<file path="config.mk">
export PLATFORM = sky130hd
export DESIGN_NAME = string_led_sequencer
export DESIGN_NICKNAME = d
export VERILOG_FILES = /design/src/rtl/string_led_sequencer.sv
export SDC_FILE = /design/constraint.sdc
export NUM_CORES = 1
export LEC_CHECK = 0
export ABC_CLOCK_PERIOD_IN_PS = 2900
export CAP_MARGIN = 20
export CELL_PAD_IN_SITES_DETAIL_PLACEMENT = 2
export CELL_PAD_IN_SITES_GLOBAL_PLACEMENT = 2
export CORE_AREA = 2 2 158 222
export DETAILED_ROUTE_END_ITERATION = 8
export DIE_AREA = 0 0 160 224
export GPL_ROUTABILITY_DRIVEN = 0
export PLACE_DENSITY_LB_ADDON = 0.1
export SKIP_LAST_GASP = 1
export SYNTH_ARGS = -nofsm -noshare
export SYNTH_HDL_FRONTEND = slang
export SYNTH_SLANG_ARGS = --single-unit
</file>
<file path="constraint.sdc">
create_clock -name clk -period 2.9 [get_ports clk]
set_input_delay 0.58 -clock clk [delete_from_list [all_inputs] [get_ports clk]]
set_output_delay 0.58 -clock clk [all_outputs]
set_load 0.02 [all_outputs]
</file>
<file path="src/rtl/string_led_sequencer.sv">
// string_led_sequencer: streams buffer bytes from SRAM port 1
// as a pulse-width-coded single-wire LED bitstream.
module string_led_sequencer #(
  parameter int ASIZE        = 32,
  parameter int TSIZE        = 8,
  parameter int RESET_CYCLES = 4000
) (
  input  logic             clk,
  input  logic             rst,
  input  logic             controller_en,
  input  logic             polarity,
  input  logic [TSIZE-1:0] t_period,
  input  logic [TSIZE-1:0] t0_high,
  input  logic [TSIZE-1:0] t1_high,
  input  logic [3:0]       w_count,
  input  logic [ASIZE-1:0] w_first,
  input  logic [ASIZE-1:0] w_last,
  input  logic             start,
  output logic             progress,
  output logic             cs_n,
  output logic [ASIZE-1:0] addr,
  input  logic [7:0]       rdata,
  output logic             led_out
);
  localparam int LW = $clog2(RESET_CYCLES + 1);

  typedef enum logic [2:0] {
    IDLE, FETCH, LOAD, BIT, LATCH
  } state_t;

  state_t           state;
  logic             pol_q;
  logic [TSIZE-1:0] per_q;
  logic [TSIZE-1:0] h0_q;
  logic [TSIZE-1:0] h1_q;
  logic [ASIZE-1:0] first_q;
  logic [ASIZE-1:0] last_q;
  logic [3:0]       passes;
  logic [7:0]       shift;
  logic [7:0]       hold;
  logic [2:0]       bidx;
  logic [TSIZE-1:0] cnt;
  logic [LW-1:0]    lcnt;
  logic             more;

  logic [TSIZE-1:0] per_in;
  logic [TSIZE-1:0] cnt_nx;
  logic [TSIZE-1:0] h_cur;
  logic [TSIZE-1:0] h_nb;
  logic [TSIZE-1:0] h_rd;
  logic [ASIZE-1:0] nxt_addr;
  logic             at_end;
  logic             nb;
  logic             wrap;
  logic             nxt_more;

  always_comb begin
    per_in   = (t_period < TSIZE'(3)) ? TSIZE'(3) : t_period;
    cnt_nx   = cnt + 1'b1;
    at_end   = (cnt == per_q);
    h_cur    = shift[bidx] ? h1_q : h0_q;
    nb       = (bidx == 3'd0) ? hold[7] : shift[bidx - 3'd1];
    h_nb     = nb ? h1_q : h0_q;
    h_rd     = rdata[7] ? h1_q : h0_q;
    wrap     = (addr == last_q);
    nxt_addr = wrap ? first_q : addr + 1'b1;
    nxt_more = !wrap || (passes > 4'd1);
  end

  always_ff @(posedge clk) begin
    if (rst) begin
      state    <= IDLE;
      progress <= 1'b0;
      cs_n     <= 1'b1;
      addr     <= '0;
      led_out  <= 1'b0;
      pol_q    <= 1'b0;
      per_q    <= '0;
      h0_q     <= '0;
      h1_q     <= '0;
      first_q  <= '0;
      last_q   <= '0;
      passes   <= '0;
      shift    <= '0;
      hold     <= '0;
      bidx     <= '0;
      cnt      <= '0;
      lcnt     <= '0;
      more     <= 1'b0;
    end else if (!controller_en) begin
      state    <= IDLE;
      progress <= 1'b0;
      cs_n     <= 1'b1;
      led_out  <= polarity;
    end else begin
      unique case (state)
        IDLE: begin
          led_out <= polarity;
          if (start) begin
            pol_q    <= polarity;
            per_q    <= per_in;
            h0_q     <= t0_high;
            h1_q     <= t1_high;
            first_q  <= w_first;
            last_q   <= w_last;
            passes   <= (w_count == 4'd0) ? 4'd1 : w_count;
            progress <= 1'b1;
            lcnt     <= '0;
            if (w_first > w_last) begin
              state <= LATCH;
            end else begin
              state <= FETCH;
              addr  <= w_first;
              cs_n  <= 1'b0;
            end
          end
        end
        FETCH: begin
          cs_n    <= 1'b1;
          led_out <= pol_q;
          state   <= LOAD;
        end
        LOAD: begin
          shift   <= rdata;
          bidx    <= 3'd7;
          cnt     <= '0;
          led_out <= pol_q ^ (h_rd != '0);
          state   <= BIT;
        end
        BIT: begin
          cs_n <= 1'b1;
          // next byte is fetched during bit 0 so the stream has no gap
          if (bidx == 3'd0 && cnt == '0) begin
            more <= nxt_more;
            if (nxt_more) begin
              cs_n <= 1'b0;
              addr <= nxt_addr;
              if (wrap) passes <= passes - 4'd1;
            end
          end
          if (bidx == 3'd0 && cnt == TSIZE'(2) && more)
            hold <= rdata;
          if (at_end) begin
            cnt <= '0;
            if (bidx == 3'd0 && !more) begin
              state   <= LATCH;
              lcnt    <= '0;
              led_out <= pol_q;
            end else begin
              bidx    <= bidx - 3'd1;
              if (bidx == 3'd0) shift <= hold;
              led_out <= pol_q ^ (h_nb != '0);
            end
          end else begin
            cnt     <= cnt_nx;
            led_out <= pol_q ^ (cnt_nx < h_cur);
          end
        end
        LATCH: begin
          led_out <= pol_q;
          if (lcnt == LW'(RESET_CYCLES)) begin
            state    <= IDLE;
            progress <= 1'b0;
          end else begin
            lcnt <= lcnt + 1'b1;
          end
        end
        default: state <= IDLE;
      endcase
    end
  end
endmodule
</file>
# Word-level counts from Yosys, hierarchy flattened
# Cells that the tools add are included.
op_classes:
  addsub: 5
  n_lt_le_gt_ge: 6
  n_eq_ne: 20
  muxes: 53
  bitwise_logic: 4
  n_reduce_logical: 32
op_table:
  columns: ["cell", "count"]
  rows:
  - ["32-bit 2-to-1 mux", 5]
  - ["8-bit 2-to-1 mux", 8]
  - ["32-bit one-hot mux with 2 select lines", 1]
  - ["12-bit 2-to-1 mux", 4]
  - ["12-bit one-hot mux with 3 select lines", 1]
  - ["32-bit by 1-bit adder with 32-bit output, second input constant", 1]
  - ["32-bit == test", 1]
  - ["32-bit > comparator", 1]
  - ["8-bit one-hot mux with 2 select lines", 2]
  - ["2-bit != test, second input constant", 11]
  - ["3-bit 2-to-1 mux", 7]
  - ["4-bit 2-to-1 mux", 5]
  - ["6-bit AND reduction", 3]
  - ["8-bit nonzero test", 2]
  - ["3-bit one-hot mux with 5 select lines", 1]
  - ["3-bit AND reduction", 5]
  - ["12-bit by 1-bit adder with 12-bit output, second input constant", 1]
  - ["12-bit == test, second input constant", 1]
  - ["1-bit 2-to-1 mux", 12]
  - ["8-bit by 1-bit adder with 8-bit output, second input constant", 1]
  - ["8-bit by 2-bit == test with 1-bit output, second input constant", 1]
  - ["8-bit == test", 1]
  - ["8-bit zero test", 1]
  - ["3-bit by 4-bit < comparator with 1-bit output, second input constant", 2]
  - ["other kinds (28)", 42]
word_totals:
  register_bits: 171
  in_bits: 105
  word_cells: 138

# Depth between registers and ports, before layout
# Gate-level depths: netlist of run 1.
depth:
  ltp_word: 11
  ltp_mapped: 13

# Least setup slack after synthesis of run 1
# No wires, ideal clock.
synth_path:
  path_type: "register to register"
  from: "register bidx[1]"
  to: "register led_out"
  arrival_ns: 2.830
  required_ns: 2.809
  setup_slack_ns: -0.021
  path_stages_with_launch: 12
  path_buffers: 0
  synth_period_minus_slack_ns: 2.921
  path_cell_list: "dfxtp_1 mux4_2 mux2i_4 mux2i_1 ha_1 a21o_1 a21o_1 a211oi_1 a32oi_1 xnor2_1 nand2_1 a311oi_1"
synth_between:
  elab_chain_len: 11
  word_cells_on_any_way: 18
  classes_between: "add/sub: 1; order compare: 1; mux: 11; bitwise: 2; reduce/logical: 3"
synth_lines:
  columns: ["item", "line_no", "rtl"]
  rows:
  - ["start: declaration", "41", "logic [2:0] bidx;"]
  - ["start signal: assignment", "150", "bidx <= bidx - 3'd1;"]
  - ["3-bit by 1-bit subtractor with 3-bit output", "62", "nb = (bidx == 3'd0) ? hold[7] : shift[bidx - 3'd1];"]
  - ["1-bit binary-select mux with 3-bit select", "62", null]
  - ["1-bit 2-to-1 mux (implied by the code)", "62", null]
  - ["1-bit 2-to-1 mux", "62", null]
  - ["8-bit 2-to-1 mux", "63", "h_nb = nb ? h1_q : h0_q;"]
  - ["8-bit nonzero test", "152", "led_out <= pol_q ^ (h_nb != '0);"]
  - ["1-bit bitwise XOR", "152", null]
  - ["1-bit 2-to-1 mux", "145", "if (bidx == 3'd0 && !more) begin"]
  - ["1-bit 2-to-1 mux (*)", "143", "if (at_end) begin"]
  - ["1-bit one-hot mux with 4 select lines (*)", "96", "unique case (state)"]
  - ["1-bit 2-to-1 mux (*)", "90", "end else if (!controller_en) begin"]
  - ["end signal: assignment", "94", "led_out <= polarity;"]
  - ["end signal: assignment", "98", "led_out <= polarity;"]
  - ["end signal: assignment", "148", "led_out <= pol_q;"]
  - ["end: declaration", "23", "output logic led_out"]
# Mark *: on every way between the ends. The rest lies on a longest branch, timed or not. The select of a mux whose other input is x is not followed.
# A chain may end at the register's enable or synchronous reset.

# Worst setup path after layout of run 1
# Same ends and word-level chain as after synthesis.

==> results of run 1 <==
## where the power goes
group	switching (uW)	leakage [uW]	internal, uW
Sequential	113	0.00139	2470
Combinational	829	0.00414	713
Clock	1040	0.000281	1400
Total	1980	0.00581	4580
## routing by layer
layer / vias up / GRT usage, %
met3: 51 / 2.98
met2: 143 / 44.2
met5: - / 0
met1: 5015 / 23.9
li1: 4837 / -
met4: 0 / 7.99
## cell type report
type | instances | area [um^2]
well taps | 451 | 564
flip-flops and latches | 171 | 3430
clock inverters | 10 | 143
repair buffers | 308 | 2860
inverters | 49 | 184
fillers | 3927 | 19900
multi-input cells | 947 | 6290
clock buffers | 21 | 460
## flip-flops by register name (all words and copies together), names as in the netlist, 3 cells and up
register  count
addr         32
first_q      32
last_q       32
lcnt         12
cnt           8
h0_q          8
h1_q          8
hold          8
per_q         8
shift         8
passes        4
bidx          3
state         3
## cells by family (layout without fill, tap and decap cells)
| family | Yosys count | count (layout) | synth area share, % |
|---|---|---|---|
| compound gates | 277 | 277 | 18.2 |
| flops | 171 | 171 | 35.2 |
| xor+xnor | 76 | 76 | 6.84 |
| buf+inv | 123 | 388 | 5.69 |
| simple gates | 514 | 514 | 23.7 |
| fa+ha+maj | 49 | 49 | 6.30 |
| mux | 31 | 31 | 4.11 |
## through the flow
step,hold slack (ns),setup WS [ns],instance area [um^2],cells,TNS [ns]
floorplan,0.432,0.0301,9730,1241,0
global placement,0.438,-1.05,12600,1915,-34.41
detailed placement,0.451,-1.22,12600,1915,-39.00
CTS,0.461,-0.242,13500,1952,-0.242
global route,0.413,-0.379,13900,1957,-2.22
finish,0.416,-0.154,13900,1957,-0.154
## repair_timing
item	4_1_cts	5_1_grt
gates cloned	1	0
resized for setup	65	78
endpoints found under the setup margin	36	36
setup buffers	5	5
pin swaps	22	31
## synth_stat cells, drive strengths merged, types with 15 or more instances
master,number,area share (%)
a211oi,25,1.9
a21oi,135,7.0
a311oi,15,1.3
buf,19,1.4
clkbuf,55,2.4
dfxtp,171,35
ha,49,6.3
inv,49,1.9
mux2i,23,2.5
nand2,265,10
nand3,44,2.3
nand4,19,1.4
nor2,87,3.5
nor3,25,1.3
nor4,21,1.4
o21ai,30,1.5
xnor2,19,1.7
xor2,57,5.1
## worst min path at each step
stage,startpoint,to,slack (ns),cells past startpoint
finish,w_last[13],last_q[13]$_SDFFE_PP0P_,0.42,3
global route,w_last[13],last_q[13]$_SDFFE_PP0P_,0.41,3
CTS,first_q[1]$_SDFFE_PP0P_,first_q[1]$_SDFFE_PP0P_,0.46,2
detailed placement,first_q[1]$_SDFFE_PP0P_,first_q[1]$_SDFFE_PP0P_,0.45,2
global placement,first_q[21]$_SDFFE_PP0P_,first_q[21]$_SDFFE_PP0P_,0.44,2
floorplan,first_q[18]$_SDFFE_PP0P_,first_q[18]$_SDFFE_PP0P_,0.43,2
## worst max-delay path: cells and delay by family, from the launching register on
family / cells / cell delay, ns
AOI/OAI and AO/OA: 3 / 0.55
xor gates and xnor gates: 1 / 0.15
adders and majority gates: 1 / 0.31
buffers and inverters: 2 / 0.33
DFF: 1 / 0.38
muxes: 3 / 0.91
and+or+nand+nor: 3 / 0.34
==> results.cfg, run 1 <==
[outcome]
run_status = finished with violations
violations = negative setup slack

[clocking]
cts_max_level = 4
numCtsBuffers = 17
clockBufferDepth = 2
cts_tree = built
clk_pin_slew_ns = 0.07
clk_latency_ns = 0.46
cts_hold_buf = 0
clock_sinks = 171
root_buffer = clkbuf_16

[cells_and_area]
fin_util_pct = 41.2
final_common_cell = nand2_1
syn2layout_area_growth_pct = 43.1
drive_gt1_share_pct = 20.3
n_antenna_cell = 0
mostFrequentLayoutCells = nand2_1 (261), dfxtp_1 (170), buf_4 (157)
fin_nets = 1648

[floorplanning]
die_y_um = 224
io_pins = 140
rows = 80
start_util_pct = 28.8
die_x_um = 160
die_area_um2 = 35800
coreArea_um2 = 33800

[detailed_routing]
wl_um = 40300
drtIter0Drc = 350
ant_nets = 0
wire_per_inst_um = 20.6
via_per_inst = 5.13
wl_met3_um = 886
wl_met1_um = 16000
first_pass_iters = 4
routed.top_layer = met4
route.detailed.drc = 0
wl_met2_um = 22300
via_count = 10000

[yosys]
seq_area_frac_synth_pct = 35.2
yosysWarnings = 0
ys_ff_latch = 171
syn_area_per_cell_um2 = 7.84
synth_area_um2 = 9730
async_reset_ff_share_pct = 0
yosysUniqueCellTypes = 72
syn_nets = 1395
ys.flop_type = dfxtp_1
postSynthCellCount = 1241
synth_edf_count = 0

[worst_setup_path]
cpMaxStageDelayCell = mux4_2
crit_chain = mux4_2 > mux2i_4 > buf_6 > mux2i_1 > ha_1 > nand4_1 > buf_4 > nor2_1 > o31ai_2 > a32oi_2 > xnor2_1 > nand2_1 > a311oi_2
arrival_ns = 3.42
startpoint = bidx[1]$_SDFFE_PP0P_
reg2reg_from = bidx[1]$_SDFFE_PP0P_
r2r_end = led_out$_SDFFE_PP0P_
critical_path_class = flip-flop to flip-flop
r2r_cells = 13
cp.required_ns = 3.27
critPathMaxFanout = 5
rrSetupSlack_ns = -0.15
cp-end-kind = flip-flop
startpoint_type = flip-flop
slowest_delay_ns = 0.54
crit_path_end = led_out$_SDFFE_PP0P_

[placement]
dpl.hpwl_um = 29500
portBuffers = 139

[sta]
finalSetupViolCount = 1
finalMaxSlewViolations = 0
hold_viol = 0
final_min_period_over_clock_period_pct = 105
fmax_ghz = 0.327
final.min_clock_period_ns = 3.05
setup_slack_ns = -0.154
max_slew.worst_pin.slew_ns = 1.09
slew_headroom_pct = 27.2
finClkSkew_ns = 0.0112
rsz0062_at_grt = true

[power_and_ir_drop]
ir_worst_vdd_mv = 0.295
power.leakage_uw = 0.00581
cellPowerDensity_nw_per_um2 = 471
power_uw = 6570

[global_routing]
grt_max_degree = 119
antenna_found_initial = 0
track_usage_pct = 22.3
grt_overflow = 0
grt_pass1_wl_um = 62000
grt_pass1_vias = 11100

[min_path]
hp-class = input port to flip-flop

[run]
max_cap_viol_count = 0
(Power assumes the default switching activity.)
==> inputs of run 2 (changes only) <==
--- a/config.mk
+++ b/config.mk
@@ -6,7 +6,7 @@
 export NUM_CORES = 1
 export LEC_CHECK = 0
 export ABC_CLOCK_PERIOD_IN_PS = 2900
-export CAP_MARGIN = 20
+export CAP_MARGIN = 5
 export CELL_PAD_IN_SITES_DETAIL_PLACEMENT = 2
 export CELL_PAD_IN_SITES_GLOBAL_PLACEMENT = 2
 export CORE_AREA = 2 2 158 222
==> results of run 2 <==
Same layout as run 1: the final DEF is identical, and so are final timing and power.
